[src/rtl/sa_decimate_sequencer_pkg.sv]
// Shared types and helpers for the SA decimate sequencer and its watchdog.
package sa_decimate_sequencer_pkg;

  typedef enum logic [1:0] {
    IDLE      = 2'd0,
    WAIT_SYNC = 2'd1,
    RUN       = 2'd2
  } seqState_t;

  // Bits needed to count 0..value-1; never less than one bit.
  function automatic int clog2(input int value);
    int result;
    result = 0;
    for (int i = 0; i < 31; i++) begin
      if ((1 << i) < value) result = i + 1;
    end
    return (result < 1) ? 1 : result;
  endfunction

endpackage

[src/rtl/sa_decimate_sequencer_if.sv]
// Sample-in / CIC-out bundle between the FA source, the sequencer and the SA decimator.
interface sa_decimate_sequencer_if #(
  parameter int DATA_WIDTH    = 32,
  parameter int CHANNEL_COUNT = 4
);
  logic                                sampleValid;
  logic [CHANNEL_COUNT*DATA_WIDTH-1:0] sampleData;
  logic                                syncMarker;
  logic [CHANNEL_COUNT*DATA_WIDTH-1:0] cicData;
  logic                                cicToggle;
  logic                                cicDecimateFlag;
  logic                                saToggle;

  // Source/decimator side: provides samples and the decimator output toggle.
  modport master (
    output sampleValid, sampleData, syncMarker, saToggle,
    input  cicData, cicToggle, cicDecimateFlag
  );

  // Sequencer side.
  modport slave (
    input  sampleValid, sampleData, syncMarker, saToggle,
    output cicData, cicToggle, cicDecimateFlag
  );
endinterface

[src/rtl/sa_decimate_sequencer_watchdog.sv]
// Countdown watchdog: load arms it with TIMEOUT, a toggle change or clear disarms it,
// and expire pulses for one cycle when the count runs out while still armed.
module sa_watchdog
  import sa_decimate_sequencer_pkg::*;
#(
  parameter int TIMEOUT = 64
) (
  input  logic clk,
  input  logic rst_n,
  input  logic clear,
  input  logic load,
  input  logic toggleChanged,
  output logic expire
);

  localparam int COUNT_WIDTH = clog2(TIMEOUT + 1);

  logic [COUNT_WIDTH-1:0] count;
  logic                   armed;

  // Last cycle of the countdown with nothing rescuing it; a reload or a toggle change wins.
  assign expire = armed && !clear && !load && !toggleChanged && (count == COUNT_WIDTH'(1));

  // Arm, reload, disarm and count down.
  always_ff @(posedge clk or negedge rst_n) begin
    if (!rst_n) begin
      armed <= 1'b0;
      count <= '0;
    end else if (clear) begin
      armed <= 1'b0;
      count <= '0;
    end else if (load) begin
      armed <= 1'b1;
      count <= COUNT_WIDTH'(TIMEOUT);
    end else if (armed) begin
      if (toggleChanged || count == COUNT_WIDTH'(1)) begin
        armed <= 1'b0;
        count <= '0;
      end else begin
        count <= count - COUNT_WIDTH'(1);
      end
    end
  end

endmodule

[src/rtl/sa_decimate_sequencer.sv]
// Paces the SA CIC decimator: forwards FA samples as a toggle/data/flag handshake,
// aligns the decimation phase to the sync marker and watches for missing SA outputs.
module sa_decimate_sequencer
  import sa_decimate_sequencer_pkg::*;
#(
  parameter int DATA_WIDTH        = 32,
  parameter int CHANNEL_COUNT     = 4,
  parameter int DECIMATION_FACTOR = 1000,
  parameter int TIMEOUT           = 64,
  localparam int PHASE_WIDTH      = clog2(DECIMATION_FACTOR)
) (
  input  logic                   clk,
  input  logic                   rst_n,
  input  logic                   enable,
  input  logic                   errClear,
  sa_decimate_sequencer_if.slave bus,
  output logic [PHASE_WIDTH-1:0] phase,
  output logic                   running,
  output logic                   syncErr,
  output logic                   saTimeout
);

  localparam logic [PHASE_WIDTH-1:0] LAST_PHASE = PHASE_WIDTH'(DECIMATION_FACTOR - 1);

  seqState_t                           state;
  logic [CHANNEL_COUNT*DATA_WIDTH-1:0] cicDataReg;
  logic                                cicToggleReg;
  logic                                cicFlagReg;
  logic                                markerArmed;
  logic                                saToggleRef;
  logic                                markerSeen;
  logic                                forwardSample;
  logic                                realign;
  logic                                flagNext;
  logic                                syncErrSet;
  logic                                wdExpire;

  assign bus.cicData         = cicDataReg;
  assign bus.cicToggle       = cicToggleReg;
  assign bus.cicDecimateFlag = cicFlagReg;

  // Decide whether this cycle's sample is forwarded, and whether it restarts the phase.
  always_comb begin
    markerSeen    = markerArmed | bus.syncMarker;
    forwardSample = 1'b0;
    if (enable && bus.sampleValid) begin
      if (state == WAIT_SYNC) forwardSample = markerSeen;
      else if (state == RUN)  forwardSample = 1'b1;
    end
    realign    = forwardSample && markerSeen;
    flagNext   = forwardSample && !realign && (phase == LAST_PHASE);
    syncErrSet = realign && (state == RUN) && (phase != '0);
  end

  // Sequencer FSM with the phase counter, marker arm and forwarded-data register.
  always_ff @(posedge clk or negedge rst_n) begin
    if (!rst_n) begin
      state        <= IDLE;
      running      <= 1'b0;
      phase        <= '0;
      markerArmed  <= 1'b0;
      cicDataReg   <= '0;
      cicToggleReg <= 1'b0;
      cicFlagReg   <= 1'b0;
    end else if (!enable) begin
      state       <= IDLE;
      running     <= 1'b0;
      phase       <= '0;
      markerArmed <= 1'b0;
    end else begin
      case (state)
        IDLE:      state <= WAIT_SYNC;
        WAIT_SYNC: if (forwardSample) begin
                     state   <= RUN;
                     running <= 1'b1;
                   end
        default:   ;
      endcase
      if (forwardSample) begin
        cicDataReg   <= bus.sampleData;
        cicToggleReg <= ~cicToggleReg;
        cicFlagReg   <= flagNext;
        markerArmed  <= 1'b0;
        // A realigned sample is phase 0, so the counter moves on to 1.
        if (realign)                  phase <= PHASE_WIDTH'(1);
        else if (phase == LAST_PHASE) phase <= '0;
        else                          phase <= phase + PHASE_WIDTH'(1);
      end else if (bus.syncMarker && state != IDLE) begin
        markerArmed <= 1'b1;
      end
    end
  end

  // Sticky error flags (a set beats a same-cycle clear) and the saToggle reference copy.
  always_ff @(posedge clk or negedge rst_n) begin
    if (!rst_n) begin
      syncErr     <= 1'b0;
      saTimeout   <= 1'b0;
      saToggleRef <= 1'b0;
    end else begin
      syncErr     <= syncErrSet | (syncErr & ~errClear);
      saTimeout   <= wdExpire | (saTimeout & ~errClear);
      saToggleRef <= bus.saToggle;
    end
  end

  sa_watchdog #(
    .TIMEOUT(TIMEOUT)
  ) uWatchdog (
    .clk          (clk),
    .rst_n        (rst_n),
    .clear        (!enable),
    .load         (forwardSample && flagNext),
    .toggleChanged(bus.saToggle != saToggleRef),
    .expire       (wdExpire)
  );

endmodule
[src/flat_wrapper.sv]
// flat-port wrapper written by rule: the top's interface ports become plain ports
module sa_decimate_sequencer_flat import sa_decimate_sequencer_pkg::*;
#(
  parameter int DATA_WIDTH        = 32,
  parameter int CHANNEL_COUNT     = 4,
  parameter int DECIMATION_FACTOR = 1000,
  parameter int TIMEOUT           = 64,
  localparam int PHASE_WIDTH      = clog2(DECIMATION_FACTOR)
)
  (clk, rst_n, enable, errClear, phase, running, syncErr, saTimeout, bus_sampleValid, bus_sampleData, bus_syncMarker, bus_saToggle, bus_cicData, bus_cicToggle, bus_cicDecimateFlag);
  sa_decimate_sequencer_if #(.DATA_WIDTH(DATA_WIDTH), .CHANNEL_COUNT(CHANNEL_COUNT)) bus_i ();
  input  logic clk;
  input  logic rst_n;
  input  logic enable;
  input  logic errClear;
  output logic [PHASE_WIDTH-1:0] phase;
  output logic running;
  output logic syncErr;
  output logic saTimeout;
  input wire logic [$bits(bus_i.sampleValid)-1:0] bus_sampleValid;
  input wire logic [$bits(bus_i.sampleData)-1:0] bus_sampleData;
  input wire logic [$bits(bus_i.syncMarker)-1:0] bus_syncMarker;
  input wire logic [$bits(bus_i.saToggle)-1:0] bus_saToggle;
  output wire logic [$bits(bus_i.cicData)-1:0] bus_cicData;
  output wire logic [$bits(bus_i.cicToggle)-1:0] bus_cicToggle;
  output wire logic [$bits(bus_i.cicDecimateFlag)-1:0] bus_cicDecimateFlag;
  assign bus_i.sampleValid = bus_sampleValid;
  assign bus_i.sampleData = bus_sampleData;
  assign bus_i.syncMarker = bus_syncMarker;
  assign bus_i.saToggle = bus_saToggle;
  assign bus_cicData = bus_i.cicData;
  assign bus_cicToggle = bus_i.cicToggle;
  assign bus_cicDecimateFlag = bus_i.cicDecimateFlag;
  sa_decimate_sequencer #(.DATA_WIDTH(DATA_WIDTH), .CHANNEL_COUNT(CHANNEL_COUNT), .DECIMATION_FACTOR(DECIMATION_FACTOR), .TIMEOUT(TIMEOUT)) u_core (.clk(clk), .rst_n(rst_n), .enable(enable), .errClear(errClear), .bus(bus_i), .phase(phase), .running(running), .syncErr(syncErr), .saTimeout(saTimeout));
endmodule
[config.mk]
export PLATFORM = sky130hd
export DESIGN_NAME = sa_decimate_sequencer_flat
export DESIGN_NICKNAME = d
export VERILOG_FILES = /design/src/rtl/sa_decimate_sequencer_pkg.sv /design/src/rtl/sa_decimate_sequencer_if.sv /design/src/rtl/sa_decimate_sequencer_watchdog.sv /design/src/rtl/sa_decimate_sequencer.sv /design/src/flat_wrapper.sv
export SDC_FILE = /design/constraint.sdc
export NUM_CORES = 1
export LEC_CHECK = 0
export CORE_ASPECT_RATIO = 1.2
export CORE_MARGIN = 10
export CORE_UTILIZATION = 44
export CTS_BUF_LIST = sky130_fd_sc_hd__clkbuf_8
export CTS_CLUSTER_DIAMETER = 40
export DETAILED_ROUTE_END_ITERATION = 7
export GPL_TIMING_DRIVEN = 0
export PLACE_DENSITY = 0.83
export SETUP_SLACK_MARGIN = 0.4
export SLEW_MARGIN = 20
export SYNTH_ARGS = -nofsm -noshare
export SYNTH_HDL_FRONTEND = slang
export SYNTH_HIERARCHICAL = 1
export SYNTH_SLANG_ARGS = --single-unit
[constraint.sdc]
create_clock -name clk -period 2.9 [get_ports clk]
set_clock_uncertainty 0.15 [all_clocks]
set_input_delay 0.58 -clock clk [delete_from_list [all_inputs] [get_ports clk]]
set_output_delay 0.58 -clock clk [all_outputs]
set_load 0.01 [all_outputs]
==> results of run 1 <==
## state kept, by name, summed over array words and instances (netlist names)
name	cells
u_core/bus.cicData	128
u_core/bus.cicDecimateFlag	1
u_core/bus.cicToggle	1
u_core/markerArmed	1
u_core/phase	10
u_core/running	1
u_core/saTimeout	1
u_core/saToggleRef	1
u_core/state	2
u_core/syncErr	1
u_core/uWatchdog/armed	1
u_core/uWatchdog/count	7
## metrics by stage
step           hold slack, ns  setup TNS [ns]  instance area [um2]
2_1_floorplan           0.134               0                 6510
3_3_place_gp            0.313         -760.44                 9530
3_5_place_dp            0.311               0                 9560
4_1_cts                 0.323               0                 9970
5_1_grt                 0.346               0                 9970
6_report                0.317               0                 9970
## layer usage
metal / up-vias / share of wire / wire length, um / global-route usage
li1: 2137 / - / - / -
met1: 2360 / 0.34 / 6700 / 0.195
met2: 194 / 0.53 / 10500 / 0.340
met3: 30 / 0.10 / 1960 / 0.0907
met4: 0 / 0.024 / 473 / 0.0769
met5: - / 0 / 0 / 0
## layout by cell type (no fill, tap or decap), drive strengths merged, types with 2 or more instances in the layout
master,netlist,final
nor2b,3,3
dfrtp,155,155
nand4,3,3
nand2,8,8
nor2,14,14
clkbuf,3,23
nor3,7,7
mux2,128,128
clkinv,0,5
or2,3,3
ha,4,4
a32oi,3,3
o21ai,11,11
mux2i,2,2
a21oi,11,11
bufinv,0,2
or3,2,2
a41oi,2,2
a31oi,3,3
a22o,2,2
or4,2,2
and3,3,3
buf,17,19
nand3,13,13
xor2,2,2
clkinvlp,0,2
inv,11,13
clkdlybuf4s50,0,276
## worst max path at each step
| stage | slack, ns | cells past startpoint | end |
|---|---|---|---|
| floorplan | 0.68 | 9 | u_core/saTimeout |
| detailed placement | 0.12 | 9 | u_core/saTimeout |
| finish | 0.56 | 6 | u_core/phase[2] |
| global placement | -4.92 | 1 | u_core/bus.cicData[0] |
| global route | 0.46 | 9 | u_core/saTimeout |
| CTS | 0.41 | 9 | u_core/saTimeout |
## repair_timing
item,CTS,global route
setup endpoints to repair,0,3
endpoints found under the hold margin,31,0
buffers inserted,0,0
resized for setup,0,3
hold buffers,1,0
## worst reg2reg max path: stages (launching register included)
cell,delay (ns)
dfrtp_1,0.42
ha_1,0.25
nand3_1,0.10
or4_1,0.39
buf_2,0.20
nor2_2,0.18
or2_2,0.13
clkbuf_2,0.16
nor3_1,0.07
a21o_1,0.15
## logic make-up after synthesis
group,Yosys count,share of synthesized area
buffers and inverters,31,0.0288
muxes,130,0.262
and+or+nand+nor,65,0.0565
AOI/OAI and AO/OA,43,0.0460
adders and majority gates,4,0.00769
xor gates and xnor gates,2,0.00269
DFF,155,0.596
## final cells by class
class | count | area [um2]
fillers | 1019 | 4500
flip-flops and latches | 155 | 3880
repair buffers | 279 | 2820
multi-input cells | 244 | 2440
clock buffers | 20 | 275
well taps | 200 | 250
plain buffers | 20 | 148
clock inverters | 11 | 120
inverters | 11 | 41.3
diodes | 1 | 2.50
## power groups by stage
| stage | combinational, mW | clock (mW) | sequential [mW] |
|---|---|---|---|
| final | 2.60 | 1.62 | 3.05 |
| after global routing | 2.74 | 1.77 | 3.13 |
| after CTS | 2.65 | 1.67 | 3.06 |
| after detailed placement | 2.62 | 0 | 3.09 |
| after global placement | 2.57 | 0 | 3.05 |
| after floorplan | 0.726 | 0 | 3.32 |
==> results.json, run 1 <==
{
  "status": "complete, no violations",
  "clock_tree.buffer_depth": 2,
  "ctsRootBufferMaster": "clkbuf_8",
  "synth_top_area_frac": 0.596,
  "max_slew_margin": 0.345,
  "rrSetupSlack_ns": 0.58,
  "startpoint_type": "input pin",
  "cts.sinks": 155,
  "ys_seq_area_frac": 0.596,
  "finalPower_mw": 7.27,
  "p_sw_frac": 0.279,
  "p_int_mw": 5.24,
  "crit_chain": "clkdlybuf4s50_1 -> or2_0 -> buf_2 -> a311oi_1 -> o21ai_0 -> o21ai_0",
  "die_area_um2": 20100,
  "stdcell_count": 941,
  "synth_commonest_cells": "155 x dfrtp_1, 65 x mux2_4, 63 x mux2_2",
  "reg2reg_to": "u_core/saTimeout",
  "crit_start": "bus_syncMarker",
  "grt_pass1_wl_mm": 29.9,
  "power_frac_comb": 0.358,
  "place_inst": 908,
  "seq_power_share": 0.420,
  "synth.most_common_cell": "dfrtp_1",
  "rr_worst_depth": 9,
  "path_clk_slew_ns": 0.08,
  "r2r-start": "u_core/phase[0]",
  "crit_path_end_kind": "flop",
  "grt_max_degree": 90,
  "max_freq_mhz": 427,
  "synthTopCellsByArea": "dfrtp_1 60%, mux2_4 15%, mux2_2 11%",
  "synth_seq_cells": 155,
  "dp_slack_ns": 0.120,
  "grt_pass1_vias": 5285,
  "slowest_stage": "a311oi_1",
  "std_cell_rows": 48,
  "dp_hpwl_mm": 15.3,
  "portBuffers": 277,
  "first_pass_iters": 5,
  "syn-num-nets": 569,
  "die_height_um": 153,
  "via_count": 4721,
  "drive_gt1_frac": 0.250,
  "final_core_util": 0.689,
  "arrival_ns": 2.54,
  "grt_usage": 0.195,
  "path_buf_inv": 2,
  "min_path_cells": 1,
  "p_leak_nw": 4.26,
  "cp.required_ns": 3.10,
  "rsz0062_at_grt": "false",
  "yosys_warnings": 6,
  "async_reset_ff_frac": 1.00,
  "hold_violations": 0,
  "cts_made_buffers": 17,
  "maxSlewViolCount": 0,
  "crit_type": "input pin to flop",
  "holdPathEnd": "u_core/bus.cicToggle",
  "setup_slack_ns": 0.558,
  "cp_max_fo": 8,
  "cts_tree": "yes",
  "insertion_delay_ns": 0.44,
  "core_area_um2": 14500,
  "setup_viol": 0,
  "timing.final.crit_share": 0.807,
  "syn_area_um2": 6510,
  "period_needed_ns": 2.34,
  "yosysUniqueCellTypes": 50,
  "hp-class": "flop to flop",
  "start_util": 0.450,
  "die_width_um": 131,
  "overflow": 0,
  "power.density_nw_per_um2": 729,
  "drtAntennaViolNets": 0,
  "synthCells": 430,
  "drv_cap": 0,
  "crit_path_frequent_cell": "o21ai_0",
  "tightest_slew_ns": 0.976,
  "synth_edf_count": 0,
  "synthToLayoutAreaGrowth_pct": 53.3,
  "avgSynthCellArea_um2": 15.1,
  "p_sw_mw": 2.03,
  "synth_ff_type": "dfrtp_1",
  "drc": 0,
  "initialDrtViolationCount": 195,
  "gp_congestion": 0.816,
  "h-tree-depth": 4,
  "routed_wl_mm": 19.6,
  "ir_worst_vdd_v": 0.000383,
  "hold_path_startpoint": "u_core/bus.cicToggle",
  "crit_family": "compound AO/OA/AOI/OAI gates",
  "antenna_found_initial": 1,
  "routedWlPerCell_um": 20.8,
  "io_pins": 278,
  "pwr-share-clk": 0.222,
  "slowest_delay_ns": 0.85,
  "yosys.area.top_type": "dfrtp_1",
  "nNetsFinal": 867,
  "via_per_inst": 5.02
}
Note: power is estimated with default switching activity, not from simulation.
==> inputs of run 2 (changes only) <==
--- a/config.mk
+++ b/config.mk
@@ -7,12 +7,12 @@
 export LEC_CHECK = 0
 export CORE_ASPECT_RATIO = 1.2
 export CORE_MARGIN = 10
-export CORE_UTILIZATION = 44
+export CORE_UTILIZATION = 40
 export CTS_BUF_LIST = sky130_fd_sc_hd__clkbuf_8
 export CTS_CLUSTER_DIAMETER = 40
 export DETAILED_ROUTE_END_ITERATION = 7
 export GPL_TIMING_DRIVEN = 0
-export PLACE_DENSITY = 0.83
+export PLACE_DENSITY = 0.79
 export SETUP_SLACK_MARGIN = 0.4
 export SLEW_MARGIN = 20
 export SYNTH_ARGS = -nofsm -noshare
==> constraint.sdc (replaced) <==
create_clock -name clk -period 2 [get_ports clk]
set_clock_uncertainty 0.15 [all_clocks]
set_input_delay 0.4 -clock clk [delete_from_list [all_inputs] [get_ports clk]]
set_output_delay 0.4 -clock clk [all_outputs]
set_load 0.01 [all_outputs]
==> results.json, run 2 (synthesis gave the netlist of run 1 again) <==
{
  "via_count": 5256,
  "synthToLayoutAreaGrowth_pct": 71.3,
  "cts_made_buffers": 17,
  "initialDrtViolationCount": 361,
  "cts.sinks": 155,
  "die_area_um2": 21800,
  "rsz0062_at_grt": "true",
  "maxSlewViolCount": 0,
  "setup_viol": 14,
  "drc": 0,
  "gp_congestion": 0.809,
  "final_area_um2": 11100,
  "final_cell_mix": "149 x dfrtp_1, 133 x clkdlybuf4s50_1, 128 x mux2_4, 70 x buf_2, 56 x buf_4",
  "drv_cap": 0,
  "via_per_inst": 5.05,
  "setup_slack_ns": -0.0252,
  "hold_violations": 0,
  "drtAntennaViolNets": 0,
  "power.density_nw_per_um2": 960,
  "place_inst": 920,
  "stdcell_count": 1040,
  "max_slew_margin": 0.609,
  "core_area_um2": 16100,
  "p_leak_nw": 5.52,
  "antenna_found_initial": 0,
  "hp-class": "input pin to flop",
  "clock_tree.buffer_depth": 2,
  "timing.final.crit_share": 1.01,
  "status": "finished with violations",
  "first_pass_iters": 5,
  "io_pins": 278,
  "start_util": 0.405,
  "period_needed_ns": 2.03,
  "die_height_um": 160,
  "grt_pass1_wl_mm": 32.9,
  "ir_worst_vdd_v": 0.000626,
  "portBuffers": 277,
  "insertion_delay_ns": 0.43,
  "grt_max_degree": 87,
  "dp_hpwl_mm": 15.0,
  "overflow": 0,
  "final_common_cell": "dfrtp_1",
  "max_freq_mhz": 494,
  "tightest_slew_ns": 0.581,
  "cp_max_fo": 6,
  "grt_usage": 0.194,
  "h-tree-depth": 4,
  "drive_gt1_frac": 0.487,
  "ctsRootBufferMaster": "clkbuf_8",
  "routedWlPerCell_um": 21.6,
  "cts_tree": "yes",
  "crit_path_end_kind": "flop",
  "postPlaceCellArea_um2": 9750,
  "cp.required_ns": 2.16,
  "routed_wl_mm": 22.5,
  "largest_reg_flops": 128,
  "startpoint_type": "flop",
  "grt_pass1_vias": 5800,
  "path_clk_slew_ns": 0.08,
  "die_width_um": 136,
  "n_antenna_cell": 0,
  "arrival_ns": 2.18,
  "violations": "negative setup slack",
  "std_cell_rows": 51,
  "crit_type": "flop to flop",
  "nNetsFinal": 954
}
-- run 2: cell count changes in the layout (fill, tap and decap cells not counted), moves of 4 or more --
cell,change
buf_4,+56
dlymetal6s2s_1,+39
clkdlybuf4s50_1,-143
buf_12,+18
mux2_2,-63
nor2_1,-5
buf_2,+61
dfrtp_1,-6
buf_8,+6
buf_6,+19
mux2_4,+63
dfrtp_2,+6
buf_16,+4
clkbuf_2,+24
-- run 2: final timing paths --
path,endpoint,cells past startpoint,startpoint,slack (ns)
worst max-delay path,u_core/uWatchdog/count[2],9,u_core/phase[0],-0.03
worst min-delay path,u_core/saToggleRef,1,bus_saToggle,0.31
worst max register to register,u_core/uWatchdog/count[2],9,u_core/phase[0],-0.03
worst min register to register,u_core/saTimeout,1,u_core/saTimeout,0.34
max in group asynchronous,u_core/bus.cicData[69],3,rst_n,0.62
min in group asynchronous,u_core/bus.cicData[10],2,rst_n,0.32
-- run 2: per-stage QoR --
stage | util | setup WS [ns] | hold slack, ns | power [mW] | TNS [ns]
after floorplan | - | -0.0696 | -0.0456 | 5.95 | -0.0696
after global placement | 0.604 | -5.57 | 0.308 | 8.23 | -932.69
after detailed placement | 0.606 | -0.612 | 0.243 | 8.36 | -71.35
after CTS | 0.664 | 0.0503 | 0.280 | 10.7 | 0
after global routing | 0.693 | -0.0785 | 0.291 | 11.2 | -0.981
final | 0.693 | -0.0252 | 0.313 | 10.7 | -0.114
-- run 2: final cells by class --
class / instances / area [um2]
Buffer: 20 / 332
Clock inverter: 14 / 156
Sequential cell: 155 / 3890
Timing Repair Buffer: 366 / 3400
Inverter: 11 / 41.3
Multi-Input combinational cell: 244 / 2820
Clock buffer: 18 / 248
Fill cell: 1107 / 4930
Tap cell: 212 / 265
-- run 2: repair_timing --
action / 4_1_cts / 5_1_grt
endpoints found under the setup margin: 297 / 247
pin swaps: 12 / 8
buffers inserted: 57 / 23
hold buffers: 1 / 0
gates resized for setup: 391 / 154
hold endpoints to repair: 69 / 0
gates cloned: 5 / 2
-- run 2: where the power goes --
part / switching, mW / internal, mW
Sequential: 0.476 / 3.95
Clock: 1.15 / 1.25
Combinational: 1.46 / 2.41
-- run 2: per-layer routing --
metal / vias up / track usage / routed length (um)
met5: - / 0 / 0
li1: 2313 / - / -
met2: 272 / 0.350 / 12000
met4: 0 / 0.0936 / 883
met3: 60 / 0.0775 / 1950
met1: 2611 / 0.185 / 7590
-- run 2: critical path: stages, from the launching register on --
cell and delay (ns):
dfrtp_1 0.41, ha_4 0.18, nand3_2 0.07, or4_4 0.43, buf_6 0.14, nor2_4 0.11, or2_4 0.14, buf_8 0.10
buf_12 0.12, nor3_2 0.05
==> inputs of run 3 (changes only) <==
--- a/config.mk
+++ b/config.mk
@@ -5,14 +5,16 @@
 export SDC_FILE = /design/constraint.sdc
 export NUM_CORES = 1
 export LEC_CHECK = 0
+export CELL_PAD_IN_SITES_DETAIL_PLACEMENT = 1
+export CELL_PAD_IN_SITES_GLOBAL_PLACEMENT = 2
 export CORE_ASPECT_RATIO = 1.2
 export CORE_MARGIN = 10
-export CORE_UTILIZATION = 40
+export CORE_UTILIZATION = 26
 export CTS_BUF_LIST = sky130_fd_sc_hd__clkbuf_8
 export CTS_CLUSTER_DIAMETER = 40
 export DETAILED_ROUTE_END_ITERATION = 7
 export GPL_TIMING_DRIVEN = 0
-export PLACE_DENSITY = 0.79
+export PLACE_DENSITY_LB_ADDON = 0.1
 export SETUP_SLACK_MARGIN = 0.4
 export SLEW_MARGIN = 20
 export SYNTH_ARGS = -nofsm -noshare
==> results.json, run 3 (synthesis gave the netlist of run 1 again) <==
{
  "status": "complete, no violations",
  "drc": 0,
  "initialDrtViolationCount": 114,
  "cts_made_buffers": 17,
  "core_area_um2": 24700,
  "synthToLayoutAreaGrowth_pct": 67.4,
  "cp_max_fo": 6,
  "io_pins": 278,
  "max_freq_mhz": 506,
  "clock_tree.buffer_depth": 2,
  "crit_path_end_kind": "flop",
  "n_antenna_cell": 0,
  "arrival_ns": 2.16,
  "cts_tree": "yes",
  "dp_slack_ns": -0.740,
  "routed_wl_mm": 23.0,
  "grt_max_degree": 80,
  "drive_gt1_frac": 0.529,
  "max_slew_margin": 0.567,
  "rsz0062_at_grt": "true",
  "final_common_cell": "dfrtp_1",
  "setup_tns_ns": 0,
  "setup_viol": 0,
  "drtAntennaViolNets": 0,
  "gp_congestion": 0.715,
  "maxSlewViolCount": 0,
  "tightest_slew_ns": 0.649,
  "dp_hpwl_mm": 16.9,
  "std_cell_rows": 63,
  "via_count": 5011,
  "seq_area_um2": 3890,
  "fillers": 2613,
  "period_needed_ns": 1.98,
  "path_clk_slew_ns": 0.09,
  "place_inst": 1033,
  "antenna_found_initial": 3,
  "multi_input_area_um2": 2740,
  "die_area_um2": 31800,
  "ctsRootBufferMaster": "clkbuf_8",
  "final_cell_mix": "148 x dfrtp_1, 132 x clkdlybuf4s50_1, 101 x mux2_4, 89 x clkbuf_2, 63 x buf_4",
  "start_util": 0.264,
  "overflow": 0,
  "grt_pass1_vias": 5621,
  "first_pass_iters": 4,
  "h-tree-depth": 4,
  "die_width_um": 164,
  "largest_reg_flops": 128,
  "insertion_delay_ns": 0.45,
  "cts.sinks": 155,
  "setup_slack_ns": 0.0244,
  "hold_violations": 0,
  "crit_type": "flop to flop",
  "p_leak_nw": 5.02,
  "grt_usage": 0.142,
  "grt_pass1_wl_mm": 34.4,
  "die_height_um": 193,
  "stdcell_count": 1144,
  "startpoint_type": "flop",
  "hp-class": "input pin to flop",
  "final_core_util": 0.441,
  "routedWlPerCell_um": 20.1,
  "portBuffers": 277,
  "finalPower_mw": 10.8,
  "via_per_inst": 4.38,
  "nNetsFinal": 945,
  "power.density_nw_per_um2": 990,
  "ir_worst_vdd_v": 0.000505,
  "cp.required_ns": 2.18,
  "drv_cap": 0,
  "timing.final.crit_share": 0.988
}
-- run 3: what timing repair did --
item	4_1_cts	5_1_grt
setup endpoints to repair	297	367
setup buffers	30	44
pin swaps	9	9
gates resized for setup	138	420
gates cloned	2	2
hold buffers	1	0
endpoints found under the hold margin	76	0
-- run 3: area by class of cell --
cell class | count | area share
plain buffers | 20 | 0.0272
flip-flops and latches | 155 | 0.357
inverters | 11 | 0.00379
repair buffers | 357 | 0.286
multi-input cells | 244 | 0.252
clock buffers | 19 | 0.0240
clock inverters | 13 | 0.0132
well taps | 325 | 0.0373
-- run 3: layer usage --
layer	GRT usage	wire, um
met5	0	12
met4	0.0357	216
met3	0.0726	2380
met2	0.256	12600
met1	0.140	7870
-- run 3: where the power goes --
group | internal (mW) | leakage [nW] | switching, mW
clock network | 1.18 | 0.205 | 1.27
registers | 3.95 | 1.89 | 0.519
logic | 2.40 | 2.93 | 1.45
total | 7.54 | 5.02 | 3.24
-- run 3: path summary, 6_finish.rpt --
path	startpoint	to	slack, ns	cells past startpoint
worst max-delay path	u_core/phase[0]	u_core/uWatchdog/count[2]	0.02	9
worst min-delay path	enable	u_core/running	0.22	2
worst max register to register	u_core/phase[0]	u_core/uWatchdog/count[2]	0.02	9
worst min register to register	u_core/saTimeout	u_core/saTimeout	0.33	1
max in group asynchronous	rst_n	u_core/bus.cicData[47]	0.52	3
min in group asynchronous	rst_n	u_core/phase[5]	0.33	2
-- run 3: per-stage QoR --
stage	hold WS (ns)	instance area, um2
2_1_floorplan	-0.0456	6680
3_3_place_gp	0.307	9850
3_5_place_dp	0.284	9890
4_1_cts	0.253	10700
5_1_grt	0.239	10900
6_report	0.219	10900
-- run 3: critical path: stages, from the launching register on --
cell	delay (ns)
dfrtp_1	0.41
ha_4	0.16
nand3_2	0.07
or4_4	0.42
buf_6	0.15
nor2_4	0.09
or2_4	0.13
buf_8	0.09
buf_12	0.13
nor3_4	0.04
